--- src/rtl/tdc_pkg.sv ---
`default_nettype none
// ============================================================================
//  Module      : tdc_pkg
//  Description : Shared types and helpers for the TDC readout controller:
//                FSM state encoding, fine-code width helper, default settle.
//  Revision    : 1.0 - initial release
// ============================================================================
package tdc_pkg;

    // Readout FSM states, explicitly encoded on 3 bits
    typedef enum logic [2:0] {
        ST_IDLE       = 3'd0,
        ST_CLEAR      = 3'd1,
        ST_WAIT_START = 3'd2,
        ST_COUNT      = 3'd3,
        ST_SETTLE     = 3'd4,
        ST_CAPTURE    = 3'd5,
        ST_DECODE     = 3'd6,
        ST_OUTPUT     = 3'd7
    } tdc_state_e;

    // Default number of cycles the delay line is left to settle after stop
    localparam int c_default_settle_cyc = 2;

    // Width of the fine code for a given tap count (never below one bit)
    function automatic int fine_w(input int num_taps);
        return (num_taps <= 2) ? 1 : $clog2(num_taps);
    endfunction

endpackage : tdc_pkg
`default_nettype wire

--- src/rtl/tdc_therm_decode.sv ---
`default_nettype none
// ============================================================================
//  Module      : tdc_therm_decode
//  Description : Combinational thermometer decoder. Removes single-tap
//                bubbles with a 3-input majority vote and counts the
//                corrected ones, saturating at NUM_TAPS-1.
//  Revision    : 1.0 - initial release
// ============================================================================
module tdc_therm_decode
    import tdc_pkg::*;
#(
    parameter int NUM_TAPS = 32
) (
    input  logic [NUM_TAPS-1:0]          i_taps,
    output logic [fine_w(NUM_TAPS)-1:0]  o_fine
);

    localparam int c_FW = fine_w(NUM_TAPS);
    // Counter wide enough to hold NUM_TAPS itself before saturation
    localparam int c_CW = $clog2(NUM_TAPS + 1);

    // Taps padded with the virtual neighbours: a 1 below tap 0, a 0 above the last tap
    logic [NUM_TAPS+1:0] w_ext;
    logic [NUM_TAPS-1:0] w_corr;
    logic [c_CW-1:0]     w_count;

    assign w_ext = {1'b0, i_taps, 1'b1};

    // Majority of each tap and its two neighbours (w_ext index is tap index + 1)
    for (genvar gi = 0; gi < NUM_TAPS; gi++) begin : g_corr
        assign w_corr[gi] = (w_ext[gi]   & w_ext[gi+1])
                          | (w_ext[gi+1] & w_ext[gi+2])
                          | (w_ext[gi]   & w_ext[gi+2]);
    end

    // Population count of the corrected taps, then clamp to the largest fine code
    always_comb begin
        w_count = '0;
        for (int i = 0; i < NUM_TAPS; i++) begin
            w_count = w_count + c_CW'(w_corr[i]);
        end
        if (w_count > c_CW'(NUM_TAPS - 1)) begin
            o_fine = c_FW'(NUM_TAPS - 1);
        end else begin
            o_fine = w_count[c_FW-1:0];
        end
    end

endmodule : tdc_therm_decode
`default_nettype wire

--- src/rtl/tdc_readout.sv ---
`default_nettype none
// ============================================================================
//  Module      : tdc_readout
//  Description : Readout controller for the tdc_top delay line. Arms and
//                clears the front end, synchronises the start/stop hit
//                flags, counts coarse clock cycles between them, samples and
//                decodes the thermometer taps after settling, and presents
//                each measurement once on a valid/ready result port.
//  Revision    : 1.0 - initial release
// ============================================================================
module tdc_readout
    import tdc_pkg::*;
#(
    parameter int NUM_TAPS   = 32,
    parameter int COARSE_W   = 16,
    parameter int SETTLE_CYC = c_default_settle_cyc
) (
    input  logic                          clk,
    input  logic                          rst_n,
    input  logic                          arm,
    input  logic                          start_flag,
    input  logic                          stop_flag,
    input  logic [NUM_TAPS-1:0]           taps_raw,
    output logic                          tdc_clear,
    output logic                          busy,
    output logic                          res_valid,
    input  logic                          res_ready,
    output logic [COARSE_W-1:0]           res_coarse,
    output logic [fine_w(NUM_TAPS)-1:0]   res_fine,
    output logic                          res_timeout
);

    localparam int                c_FW          = fine_w(NUM_TAPS);
    localparam int                c_SW          = (SETTLE_CYC > 1) ? $clog2(SETTLE_CYC) : 1;
    localparam logic [COARSE_W-1:0] c_COARSE_MAX = '1;
    localparam logic [c_SW-1:0]   c_SETTLE_LAST = c_SW'(SETTLE_CYC - 1);

    // Synchroniser stages for the asynchronous hit flags
    logic                r_start_meta;
    logic                r_start_s;
    logic                r_stop_meta;
    logic                r_stop_s;

    // Controller state and datapath registers
    tdc_state_e          r_state;
    logic [COARSE_W-1:0] r_coarse;
    logic [c_SW-1:0]     r_settle_cnt;
    logic [NUM_TAPS-1:0] r_taps;
    logic [c_FW-1:0]     r_res_fine;
    logic                r_res_timeout;

    // Next-state values
    tdc_state_e          w_state_nxt;
    logic [COARSE_W-1:0] w_coarse_nxt;
    logic [COARSE_W-1:0] w_coarse_inc;
    logic [c_SW-1:0]     w_settle_nxt;
    logic [NUM_TAPS-1:0] w_taps_nxt;
    logic [c_FW-1:0]     w_res_fine_nxt;
    logic                w_res_timeout_nxt;
    logic [c_FW-1:0]     w_fine_dec;

    // Bubble-corrected fine code of the captured taps
    tdc_therm_decode #(
        .NUM_TAPS (NUM_TAPS)
    ) u_decode (
        .i_taps (r_taps),
        .o_fine (w_fine_dec)
    );

    // Two-flop synchronisers for the start and stop hit flags
    always_ff @(posedge clk or negedge rst_n) begin
        if (!rst_n) begin
            r_start_meta <= 1'b0;
            r_start_s    <= 1'b0;
            r_stop_meta  <= 1'b0;
            r_stop_s     <= 1'b0;
        end else begin
            r_start_meta <= start_flag;
            r_start_s    <= r_start_meta;
            r_stop_meta  <= stop_flag;
            r_stop_s     <= r_stop_meta;
        end
    end

    // State and datapath registers, all cleared immediately by reset
    always_ff @(posedge clk or negedge rst_n) begin
        if (!rst_n) begin
            r_state       <= ST_IDLE;
            r_coarse      <= '0;
            r_settle_cnt  <= '0;
            r_taps        <= '0;
            r_res_fine    <= '0;
            r_res_timeout <= 1'b0;
        end else begin
            r_state       <= w_state_nxt;
            r_coarse      <= w_coarse_nxt;
            r_settle_cnt  <= w_settle_nxt;
            r_taps        <= w_taps_nxt;
            r_res_fine    <= w_res_fine_nxt;
            r_res_timeout <= w_res_timeout_nxt;
        end
    end

    // Saturating coarse increment; the timeout exit normally stops it first
    assign w_coarse_inc = (r_coarse == c_COARSE_MAX) ? r_coarse : r_coarse + COARSE_W'(1);

    // Next-state logic and state-decoded outputs
    always_comb begin
        w_state_nxt       = r_state;
        w_coarse_nxt      = r_coarse;
        w_settle_nxt      = r_settle_cnt;
        w_taps_nxt        = r_taps;
        w_res_fine_nxt    = r_res_fine;
        w_res_timeout_nxt = r_res_timeout;
        tdc_clear         = 1'b0;
        busy              = (r_state != ST_IDLE);
        res_valid         = 1'b0;

        case (r_state)
            ST_IDLE: begin
                if (arm) begin
                    w_state_nxt = ST_CLEAR;
                end
            end

            ST_CLEAR: begin
                tdc_clear         = 1'b1;
                w_coarse_nxt      = '0;
                w_res_fine_nxt    = '0;
                w_res_timeout_nxt = 1'b0;
                w_state_nxt       = ST_WAIT_START;
            end

            ST_WAIT_START: begin
                // A stop that arrives without a start is ignored; both
                // together mean a zero-length coarse interval.
                if (r_start_s && r_stop_s) begin
                    w_settle_nxt = '0;
                    w_state_nxt  = ST_SETTLE;
                end else if (r_start_s) begin
                    w_state_nxt = ST_COUNT;
                end
            end

            ST_COUNT: begin
                // The stop cycle itself is still counted
                w_coarse_nxt = w_coarse_inc;
                if (r_stop_s) begin
                    w_settle_nxt = '0;
                    w_state_nxt  = ST_SETTLE;
                end else if (w_coarse_inc == c_COARSE_MAX) begin
                    w_res_timeout_nxt = 1'b1;
                    w_state_nxt       = ST_OUTPUT;
                end
            end

            ST_SETTLE: begin
                if (r_settle_cnt == c_SETTLE_LAST) begin
                    w_state_nxt = ST_CAPTURE;
                end else begin
                    w_settle_nxt = r_settle_cnt + c_SW'(1);
                end
            end

            ST_CAPTURE: begin
                w_taps_nxt  = taps_raw;
                w_state_nxt = ST_DECODE;
            end

            ST_DECODE: begin
                w_res_fine_nxt = w_fine_dec;
                w_state_nxt    = ST_OUTPUT;
            end

            ST_OUTPUT: begin
                res_valid = 1'b1;
                if (res_ready) begin
                    w_state_nxt = ST_IDLE;
                end
            end

            default: begin
                w_state_nxt = ST_IDLE;
            end
        endcase
    end

    assign res_coarse  = r_coarse;
    assign res_fine    = r_res_fine;
    assign res_timeout = r_res_timeout;

endmodule : tdc_readout
`default_nettype wire

--- config.mk ---
export PLATFORM = sky130hd
export DESIGN_NAME = tdc_readout
export DESIGN_NICKNAME = d
export VERILOG_FILES = /design/src/rtl/tdc_pkg.sv /design/src/rtl/tdc_therm_decode.sv /design/src/rtl/tdc_readout.sv
export SDC_FILE = /design/constraint.sdc
export NUM_CORES = 1
export LEC_CHECK = 0
export CAP_MARGIN = 10
export CORE_MARGIN = 3
export CORE_UTILIZATION = 45
export DETAILED_ROUTE_END_ITERATION = 10
export HOLD_SLACK_MARGIN = 0.03
export PLACE_DENSITY = 0.8
export SYNTH_ARGS = -nofsm -noshare
export SYNTH_HDL_FRONTEND = slang
export SYNTH_SLANG_ARGS = --single-unit
--- constraint.sdc ---
create_clock -name clk -period 6.5 [get_ports clk]
set_input_delay 1.3 -clock clk [delete_from_list [all_inputs] [get_ports clk]]
set_output_delay 1.3 -clock clk [all_outputs]
set_load 0.02 [all_outputs]
==> results of run 1 <==
## stage by stage
step	utilization	instances	hold WS, ns	setup WS (ns)	area [um^2]
2_1_floorplan	-	385	0.3312	0.6683	4009
3_3_place_gp	0.5579	536	0.3337	0.5575	4700
3_5_place_dp	0.5579	536	0.3387	0.4000	4700
4_1_cts	0.5786	550	0.3523	0.3687	4873
5_1_grt	0.5786	550	0.3554	0.1421	4873
6_report	0.5786	550	0.3490	0.4052	4873
## area by class of cell
class	count	share of cell area
multi-input combinational	276	0.4673
sequential	62	0.3184
timing repair buffer	64	0.1294
clock buffer	13	0.03466
tap	105	0.02696
inverter	29	0.02234
clock inverter	1	0.001027
## layer usage
layer | global-route usage | vias to the layer above | share of wire
met5 | 0 | - | 0
met4 | 0.04974 | 0 | 0.013
met3 | 0.04656 | 13 | 0.060
met2 | 0.2829 | 99 | 0.46
met1 | 0.2773 | 1559 | 0.47
li1 | - | 1510 | -
## final timing paths
| path | slack, ns | cells past startpoint | endpoint |
|---|---|---|---|
| worst max register to register | 0.41 | 20 | res_fine[4] |
| worst min-delay path | 0.35 | 0 | r_start_s |
| min in group asynchronous | 1.12 | 2 | r_taps[17] |
| worst min register to register | 0.35 | 0 | r_start_s |
| worst max-delay path | 0.41 | 20 | res_fine[4] |
| max in group asynchronous | 4.85 | 2 | res_coarse[13] |
## critical path, delay by kind of cell (launching register included)
family | cells | cell delay [ns]
buf+inv | 5 | 0.31
compound gates | 3 | 0.63
simple gates | 2 | 0.27
fa+ha+maj | 10 | 4.35
flops | 1 | 0.42
## sequential cells by signal, summed over array words and instances, names as in the netlist
name / flops
r_start_meta: 1
res_coarse: 16
r_stop_meta: 1
res_timeout: 1
r_stop_s: 1
r_start_s: 1
r_settle_cnt: 1
r_state: 3
res_fine: 5
r_taps: 32
## synth_stat cells, types with 4 or more instances
cell type / number
a21o_1: 17
a21oi_1: 24
a31oi_1: 4
clkbuf_1: 14
dfrtp_1: 62
fa_1: 24
ha_1: 9
inv_1: 29
maj3_1: 13
mux2_2: 32
nand2_1: 16
nand3_1: 9
nand4_1: 5
nor2_1: 17
o21ai_0: 39
o31ai_1: 8
## cell families (layout without fill, tap and decap cells)
logic type / after synthesis / in the layout
AOI/OAI and AO/OA: 119 / 119
xor gates and xnor gates: 4 / 4
adders and majority gates: 46 / 46
buffers and inverters: 47 / 107
DFF: 62 / 62
muxes: 32 / 32
and+or+nand+nor: 75 / 75
==> summary.txt, run 1 <==
Synth
  • Synth top area share: 0.3870
  • Synth Warn #: 0
  • Multiplexer share of the synthesized area: 0.08989
  • Post-Synth Simple-Gate Area: 0.1014
  • Syn avg cell area: 10.41 um^2
  • Post-synthesis xor/xnor area fraction: 0.008739
  • Post-Syn Instances: 385
  • Largest family of logic cells by synthesized area: compound AO/OA/AOI/OAI gates
  • Synth top area cells: dfrtp_1 39%, fa_1 12%, mux2_2 9.0%
  • Async set-or-reset flop fraction in the synthesized netlist: 1.000
  • Post-synth EDFFs: 0
  • Register bit total from synthesis: a little over 60
  • Post-synthesis compound-gate area fraction: 0.1876
  • Seq/Total Area, Yosys: 0.3870
  • Syn nets: 456
  • Synth Area in Adders: 0.1804
  • Synth cell types: 53
  • Syn Std Cell Area: approximately 0.004 mm^2
  • Cell taking the most area after synthesis: dfrtp_1
  • Top FF cell, synth: dfrtp_1

Place
  • Port bufs: 62
  • Hpwl dp: 6685 um
  • Gpl congestion: approximately 0.91

Finish
  • Share of cells above drive strength 1: 0.1169
  • Fin nets: just over 500
  • Register area: approximately 0.0016 mm^2
  • P&R area growth vs syn: 21.57%
  • Fillers: between 700 and 800
  • Commonest non-fill, non-tap cell in the layout: dfrtp_1
  • # diodes: 0
  • Area of the multi-input gates: 0.002277 mm^2
  • Commonest cells after routing, fill and taps aside: 62 x dfrtp_1, 61 x clkdlybuf4s50_1, 39 x o21ai_0, 32 x mux2_2, 29 x inv_1

Setup path
  • Max incr delay on CP: roughly 0.55 ns
  • Crit path launch: r_taps[2]
  • CP required: 6.71 ns
  • CP Capture Type: register
  • Critical Path AT: around 6.3 ns
  • Crit-path most repeated cell: fa_1
  • RR Startpoint: r_taps[2]
  • CP Launch Type: register
  • Worst path slowest cell: fa_1
  • Crit Path Max Fanout: 5
  • CP Cell Sequence: maj3_1 -> ha_1 -> inv_1 -> fa_1 -> inv_1 -> fa_1 -> fa_1 -> fa_1 -> inv_1 -> fa_1 -> fa_1 -> inv_1 -> fa_1 -> inv_1 -> fa_1 -> nand4b_1 -> o22a_1 -> o22a_1 -> o32ai_1 -> nor2_1
  • Setup CP Type: reg -> reg

Clocking
  • Postcts setup bufs: 0
  • Hold_buf cts: 0
  • Worst-Skew Late Latency: 0.34 ns
  • Clk slew on worst S/H paths: roughly 0.06 ns
  • Post-CTS resize count: 0
  • CTS tree: built
  • CTS buffer count: 9
  • H-tree level count: 3
  • Clock Root Buffer: clkbuf_8
  • Clk buf depth: 2
  • CTS Sinks: 62

Die
  • Initial core utilization: 0.4759
  • Core region area: roughly 0.0084 mm^2
  • Row cnt: 33
  • Die ar.: between 0.01 and 0.015 mm^2
  • # IOs: between 60 and 70
  • Die W: around 100 um
  • Die Height: 100.4 um

Detailed routing
  • Drt wl/cell: 16.62 um
  • DR vias/cell: 5.784
  • Drt drc: 0
  • Initial DRC Count: 248
  • Post-route ant nets: 0
  • Pre-antenna DRT Iters: 4
  • Vias: roughly 3,200
  • Drt total wl: ~9100 um

STA
  • Skew final: 0.01286 ns
  • Slew Limit Fails: 0
  • Period Utilization, post-route: 0.9377
  • Slew headroom: 0.3749
  • Setup Viol. Count Final: 0
  • Setup TNS: 0 ns
  • RSZ-0062 raised after global routing: false
  • Minimum clock period: 6.095 ns
  • Slew of the pin with the lowest slew margin: 0.9357 ns
  • Fmax achieved: 164.1 MHz
  • Final Hold Vio Count: 0

Hold path
  • Hold path start: r_start_meta
  • Hold Crit Class: reg -> reg

GRT
  • GR Util All Layers: 0.1895
  • Initial antenna violation count: 0
  • Largest net degree at the start of global routing: 63
  • Vias in the first global route: 3,060
  • Wire length of the first global-routing pass: 15,190 um
  • Grt ovf: 0

Flow run
  • Max Cap Viol: 0

Outcome
  • Status: finished, final reports clean
Power of run 1 is left out: the tool's default activity adds up to more than one toggle a clock period on the data nets, which glitch-free logic cannot reach.
==> inputs of run 2 (changes only) <==
--- a/config.mk
+++ b/config.mk
@@ -6,8 +6,9 @@
 export NUM_CORES = 1
 export LEC_CHECK = 0
 export CAP_MARGIN = 10
-export CORE_MARGIN = 3
+export CORE_MARGIN = 2
 export CORE_UTILIZATION = 45
+export CTS_BUF_LIST = sky130_fd_sc_hd__clkbuf_2
 export DETAILED_ROUTE_END_ITERATION = 10
 export HOLD_SLACK_MARGIN = 0.03
 export PLACE_DENSITY = 0.8
==> summary.txt, run 2 (synthesized netlist as in run 1, its figures left out) <==
Outcome
  • Status: finished, final reports clean

Flow run
  • Max Cap Viol: 0 (unchanged)

Finish
  • Max reg flops: 32 (unchanged)
  • P&R area growth vs syn: 19.79%
  • Fin nets: 513 (unchanged)
  • Area of the multi-input gates: 0.002277 mm^2 (unchanged)
  • Commonest cells after routing, fill and taps aside: 62 x dfrtp_1, 61 x clkdlybuf4s50_1, 39 x o21ai_0, 32 x mux2_2, 29 x inv_1
  • Register area: 0.001551 mm^2 (unchanged)
  • # diodes: 0 (unchanged)
  • Layout Cells excl Fill: 554 (+0.73%)
  • Commonest non-fill, non-tap cell in the layout: dfrtp_1
  • Share of cells above drive strength 1: 0.1188 (+0.001980)
  • Fillers: 782 (+6.5%)
  • Most flop-heavy register: r_taps

Setup path
  • Setup CP Type: reg -> reg
  • FF-to-FF setup slack: 0.37 ns (-0.03 ns)
  • RR Endpoint: res_fine[4]
  • End of the critical path: res_fine[4]
  • CP required: 6.89 ns (+0.18 ns)
  • Crit Path Max Fanout: 5 (unchanged)
  • Max incr delay on CP: 0.55 ns (about the same)
  • Worst path slowest cell: fa_1
  • RR Startpoint: r_taps[2]
  • CP Launch Type: register
  • CP Cell Sequence: maj3_1 -> ha_1 -> inv_1 -> fa_1 -> inv_1 -> fa_1 -> fa_1 -> fa_1 -> inv_1 -> fa_1 -> fa_1 -> inv_1 -> fa_1 -> inv_1 -> fa_1 -> nand4b_1 -> o22a_1 -> o22a_1 -> o32ai_1 -> nor2_1
  • Critical Path AT: 6.51 ns (+0.20 ns)
  • Worst r2r path cells: 20 (unchanged)
  • Crit path launch: r_taps[2]
  • CP Capture Type: register
  • Crit-path most repeated cell: fa_1

Clocking
  • CTS tree: built
  • Postcts setup bufs: 0 (unchanged)
  • H-tree level count: 3 (unchanged)
  • Clock Root Buffer: clkbuf_2
  • CTS buffer count: 9 (unchanged)
  • Post-CTS resize count: 0 (unchanged)
  • Clk slew on worst S/H paths: 0.17 ns (+0.11 ns)
  • Hold_buf cts: 0 (unchanged)
  • Worst-Skew Late Latency: 0.48 ns (+0.14 ns)
  • Clk buf depth: 2 (unchanged)
  • CTS Sinks: 62 (unchanged)

Detailed routing
  • DR vias/cell: 5.792 (+0.15%)
  • Drt drc: 0 (unchanged)
  • Post-route ant nets: 0 (unchanged)
  • Drt wl/cell: 16.04 um (-3.5%)
  • Vias: 3,209 (+0.88%)
  • Pre-antenna DRT Iters: 4 (unchanged)
  • Drt total wl: 8885 um (-2.8%)
  • Initial DRC Count: 114 (-54%)

Die
  • Initial core utilization: 0.4619 (-0.01400)
  • Die Height: 98.39 um (-2.0%)
  • Row cnt: 34 (+3.0%)
  • Die W: 98.39 um (-2.0%)
  • Core region area: 0.008678 mm^2 (+3.0%)
  • # IOs: 63 (unchanged)
  • Die ar.: 0.009680 mm^2 (-3.9%)

STA
  • Fmax achieved: 163.2 MHz (-0.52%)
  • Period Utilization, post-route: 0.9426 (+0.004946)
  • Slew of the pin with the lowest slew margin: 0.9150 ns (-0.02073 ns)
  • RSZ-0062 raised after global routing: false
  • Hold_ws: 0.3671 ns (+0.01818 ns)
  • Slew headroom: 0.3887 (+0.01385)
  • Setup TNS: 0 ns (unchanged)
  • Final Hold Vio Count: 0 (unchanged)
  • Minimum clock period: 6.127 ns (+0.03215 ns)
  • Skew final: 0.01737 ns (+0.004512 ns)
  • Setup Viol. Count Final: 0 (unchanged)
  • Slew Limit Fails: 0 (unchanged)

GRT
  • Wire length of the first global-routing pass: 15,260 um (+0.45%)
  • GR Util All Layers: 0.1931 (+0.003539)
  • Initial antenna violation count: 0 (unchanged)
  • Largest net degree at the start of global routing: 63 (unchanged)
  • Grt ovf: 0 (unchanged)
  • Vias in the first global route: 3,239 (+5.8%)

Place
  • Port bufs: 62 (unchanged)
  • Placed instance count: 539 (+0.56%)
  • Gpl congestion: 0.9099 (-0.43%)
  • Hpwl dp: 6314 um (-5.5%)

Hold path
  • Hold Crit Class: reg -> reg
  • Hold path start: r_stop_meta
[run 2: how the worst min path moves through the flow]
| stage | to | cells past startpoint |
|---|---|---|
| 6_report | r_stop_s | 0 |
| 3_3_place_gp | r_stop_s | 0 |
| 5_1_grt | r_stop_s | 0 |
| 4_1_cts | r_stop_s | 0 |
| 3_5_place_dp | r_stop_s | 0 |
| 2_1_floorplan | r_start_s | 0 |
[run 2: per-stage QoR]
step	area (um^2)	util	worst slack, ns
6_report	4802	0.5533	0.3731
2_1_floorplan	4009	-	0.6683
3_3_place_gp	4703	0.5420	0.5404
4_1_cts	4802	0.5533	0.3531
3_5_place_dp	4703	0.5420	0.3824
5_1_grt	4802	0.5533	0.09707
[run 2: area by class of cell]
type                            count  area share
Inverter                           29     0.02267
Timing Repair Buffer               64      0.1313
Clock inverter                      2    0.007035
Tap cell                          108     0.02814
Clock buffer                       13     0.01355
Sequential cell                    62      0.3231
Multi-Input combinational cell    276      0.4742
[run 2: layer usage]
| layer | vias to the layer above | part of all wire | global-route usage |
|---|---|---|---|
| met1 | 1586 | 0.41 | 0.2483 |
| met3 | 11 | 0.057 | 0.05011 |
| met4 | 0 | 0.010 | 0.04110 |
| met5 | - | 0 | 0 |
| met2 | 104 | 0.52 | 0.3307 |
| li1 | 1508 | - | - |
[run 2: critical path, delay by kind of cell, from the launching register on]
kind | cells | cell delay, ns
AO/OA/AOI/OAI | 3 | 0.63
buffers and inverters | 5 | 0.32
AND/OR/NAND/NOR | 2 | 0.26
flip-flops | 1 | 0.46
adder cells (fa/ha/maj) | 10 | 4.39
Power of run 2 is left out for the same reason.
==> inputs of run 3 (changes only) <==
--- a/config.mk
+++ b/config.mk
@@ -6,12 +6,14 @@
 export NUM_CORES = 1
 export LEC_CHECK = 0
 export CAP_MARGIN = 10
-export CORE_MARGIN = 2
-export CORE_UTILIZATION = 45
+export CELL_PAD_IN_SITES_DETAIL_PLACEMENT = 1
+export CELL_PAD_IN_SITES_GLOBAL_PLACEMENT = 2
+export CORE_MARGIN = 10
+export CORE_UTILIZATION = 36
 export CTS_BUF_LIST = sky130_fd_sc_hd__clkbuf_2
 export DETAILED_ROUTE_END_ITERATION = 10
 export HOLD_SLACK_MARGIN = 0.03
-export PLACE_DENSITY = 0.8
+export PLACE_DENSITY = 0.94
 export SYNTH_ARGS = -nofsm -noshare
 export SYNTH_HDL_FRONTEND = slang
 export SYNTH_SLANG_ARGS = --single-unit
==> summary.txt, run 3 (synthesized netlist as in run 1, its figures left out) <==
Outcome
  • Status: finished, final reports clean

Clocking
  • Postcts setup bufs: 0 (unchanged)
  • CTS buffer count: 9 (unchanged)
  • Clk slew on worst S/H paths: 0.19 ns (+0.02 ns)
  • CTS tree: built
  • Worst-Skew Late Latency: 0.49 ns (about the same)
  • Clk buf depth: 2 (unchanged)
  • H-tree level count: 3 (unchanged)
  • CTS Sinks: 62 (unchanged)
  • Clock Root Buffer: clkbuf_2
  • Hold_buf cts: 0 (unchanged)
  • Post-CTS resize count: 0 (unchanged)

Hold path
  • Hold Crit Class: reg -> reg

Place
  • Port bufs: 62 (unchanged)
  • Gpl congestion: 0.8114 (-11%)
  • Hpwl dp: 7852 um (+24%)

Die
  • Initial core utilization: 0.3682 (-0.09375)
  • Die W: 125.5 um (+28%)
  • Die Height: 125.5 um (+28%)
  • Row cnt: 38 (+12%)
  • # IOs: 63 (unchanged)
  • Core region area: 0.01089 mm^2 (+25%)
  • Die ar.: 0.01576 mm^2 (+63%)

STA
  • Skew final: 0.03236 ns (+0.01499 ns)
  • Minimum clock period: 6.080 ns (-0.04741 ns)
  • Setup TNS: 0 ns (unchanged)
  • Slew Limit Fails: 0 (unchanged)
  • Slew of the pin with the lowest slew margin: 1.001 ns (+0.08628 ns)
  • Fmax achieved: 164.5 MHz (+0.78%)
  • Slew headroom: 0.3311 (-0.05764)
  • Setup Viol. Count Final: 0 (unchanged)
  • RSZ-0062 raised after global routing: false
  • Period Utilization, post-route: 0.9353 (-0.007294)
  • Final Hold Vio Count: 0 (unchanged)

Setup path
  • CP Capture Type: register
  • CP required: 6.90 ns (about the same)
  • CP Launch Type: register
  • Critical Path AT: 6.48 ns (-0.03 ns)
  • Setup CP Type: reg -> reg
  • Crit Path Max Fanout: 5 (unchanged)

Finish
  • Max reg flops: 32 (unchanged)
  • Commonest cells after routing, fill and taps aside: 62 x dfrtp_1, 61 x clkdlybuf4s50_1, 39 x o21ai_0, 32 x mux2_2, 29 x inv_1
  • Fillers: 1,251 (+60%)
  • Share of cells above drive strength 1: 0.1149 (-0.003969)
  • Area of the multi-input gates: 0.002277 mm^2 (unchanged)
  • Fin nets: 513 (unchanged)
  • P&R area growth vs syn: 20.54%
  • Most flop-heavy register: r_taps
  • Commonest non-fill, non-tap cell in the layout: dfrtp_1
  • # diodes: 0 (unchanged)
  • Register area: 0.001551 mm^2 (unchanged)

Flow run
  • Max Cap Viol: 0 (unchanged)

GRT
  • Largest net degree at the start of global routing: 63 (unchanged)
  • Initial antenna violation count: 0 (unchanged)
  • Vias in the first global route: 3,562 (+10%)
  • Grt ovf: 0 (unchanged)
  • GR Util All Layers: 0.1415 (-0.05155)
  • Wire length of the first global-routing pass: 18,570 um (+22%)

Detailed routing
  • Initial DRC Count: 169 (+48%)
  • Drt drc: 0 (unchanged)
  • Vias: 3,217 (+0.25%)
  • Pre-antenna DRT Iters: 4 (unchanged)
  • Drt total wl: 10,630 um (+20%)
  • Drt wl/cell: 18.20 um (+13%)
  • Post-route ant nets: 0 (unchanged)
  • DR vias/cell: 5.509 (-4.9%)
run 3: cell count changes in the layout (fill, tap and decap cells not counted):
cell,previous run,this run
clkbuf_2,13,10
clkinv_2,0,1
run 3: layer usage:
layer / global-route usage / wire, um / vias to the layer above
met4: 0.03117 / 93 / 0
met5: 0 / 0 / -
met1: 0.1724 / 4597 / 1627
li1: - / - / 1512
met2: 0.2422 / 5479 / 70
met3: 0.03971 / 459 / 8
run 3: path summary, 6_finish.rpt:
| check | start | to | slack [ns] | depth (start not counted) |
|---|---|---|---|---|
| max reg2reg | r_taps[2] | res_fine[4] | 0.42 | 20 |
| min | r_stop_meta | r_stop_s | 0.37 | 0 |
| min reg2reg | r_stop_meta | r_stop_s | 0.37 | 0 |
| max | r_taps[2] | res_fine[4] | 0.42 | 20 |
| min in group asynchronous | rst_n | r_taps[3] | 0.96 | 2 |
| max in group asynchronous | rst_n | res_coarse[13] | 5.00 | 2 |
run 3: cell type report:
type / count / area share
Sequential cell: 62 / 0.3211
Timing Repair Buffer: 64 / 0.1305
Tap cell: 140 / 0.03625
Clock buffer: 10 / 0.01036
Clock inverter: 3 / 0.008027
Inverter: 29 / 0.02253
Multi-Input combinational cell: 276 / 0.4713
run 3: per-stage QoR:
| step | std cells | worst slack, ns | area, um^2 | utilization | hold slack, ns |
|---|---|---|---|---|---|
| after floorplan | 385 | 0.6683 | 4009 | - | 0.3312 |
| after global placement | 571 | 0.5323 | 4743 | 0.4356 | 0.3340 |
| after detailed placement | 571 | 0.3841 | 4743 | 0.4356 | 0.3363 |
| after CTS | 584 | 0.3691 | 4832 | 0.4438 | 0.3705 |
| after global routing | 584 | 0.05131 | 4832 | 0.4438 | 0.3883 |
| final | 584 | 0.4205 | 4832 | 0.4438 | 0.3663 |
run 3: critical path: stages, from the launching register on:
cell and delay [ns]:
dfrtp_1 0.46, maj3_1 0.37, ha_1 0.28, inv_1 0.05, fa_1 0.53, inv_1 0.06, fa_1 0.51, fa_1 0.52
fa_1 0.55, inv_1 0.05, fa_1 0.50, fa_1 0.48, inv_1 0.09, fa_1 0.20, inv_1 0.06, fa_1 0.41
nand4b_1 0.19, o22a_1 0.19, o22a_1 0.17, o32ai_1 0.26, nor2_1 0.07
Power of run 3 is left out for the same reason.
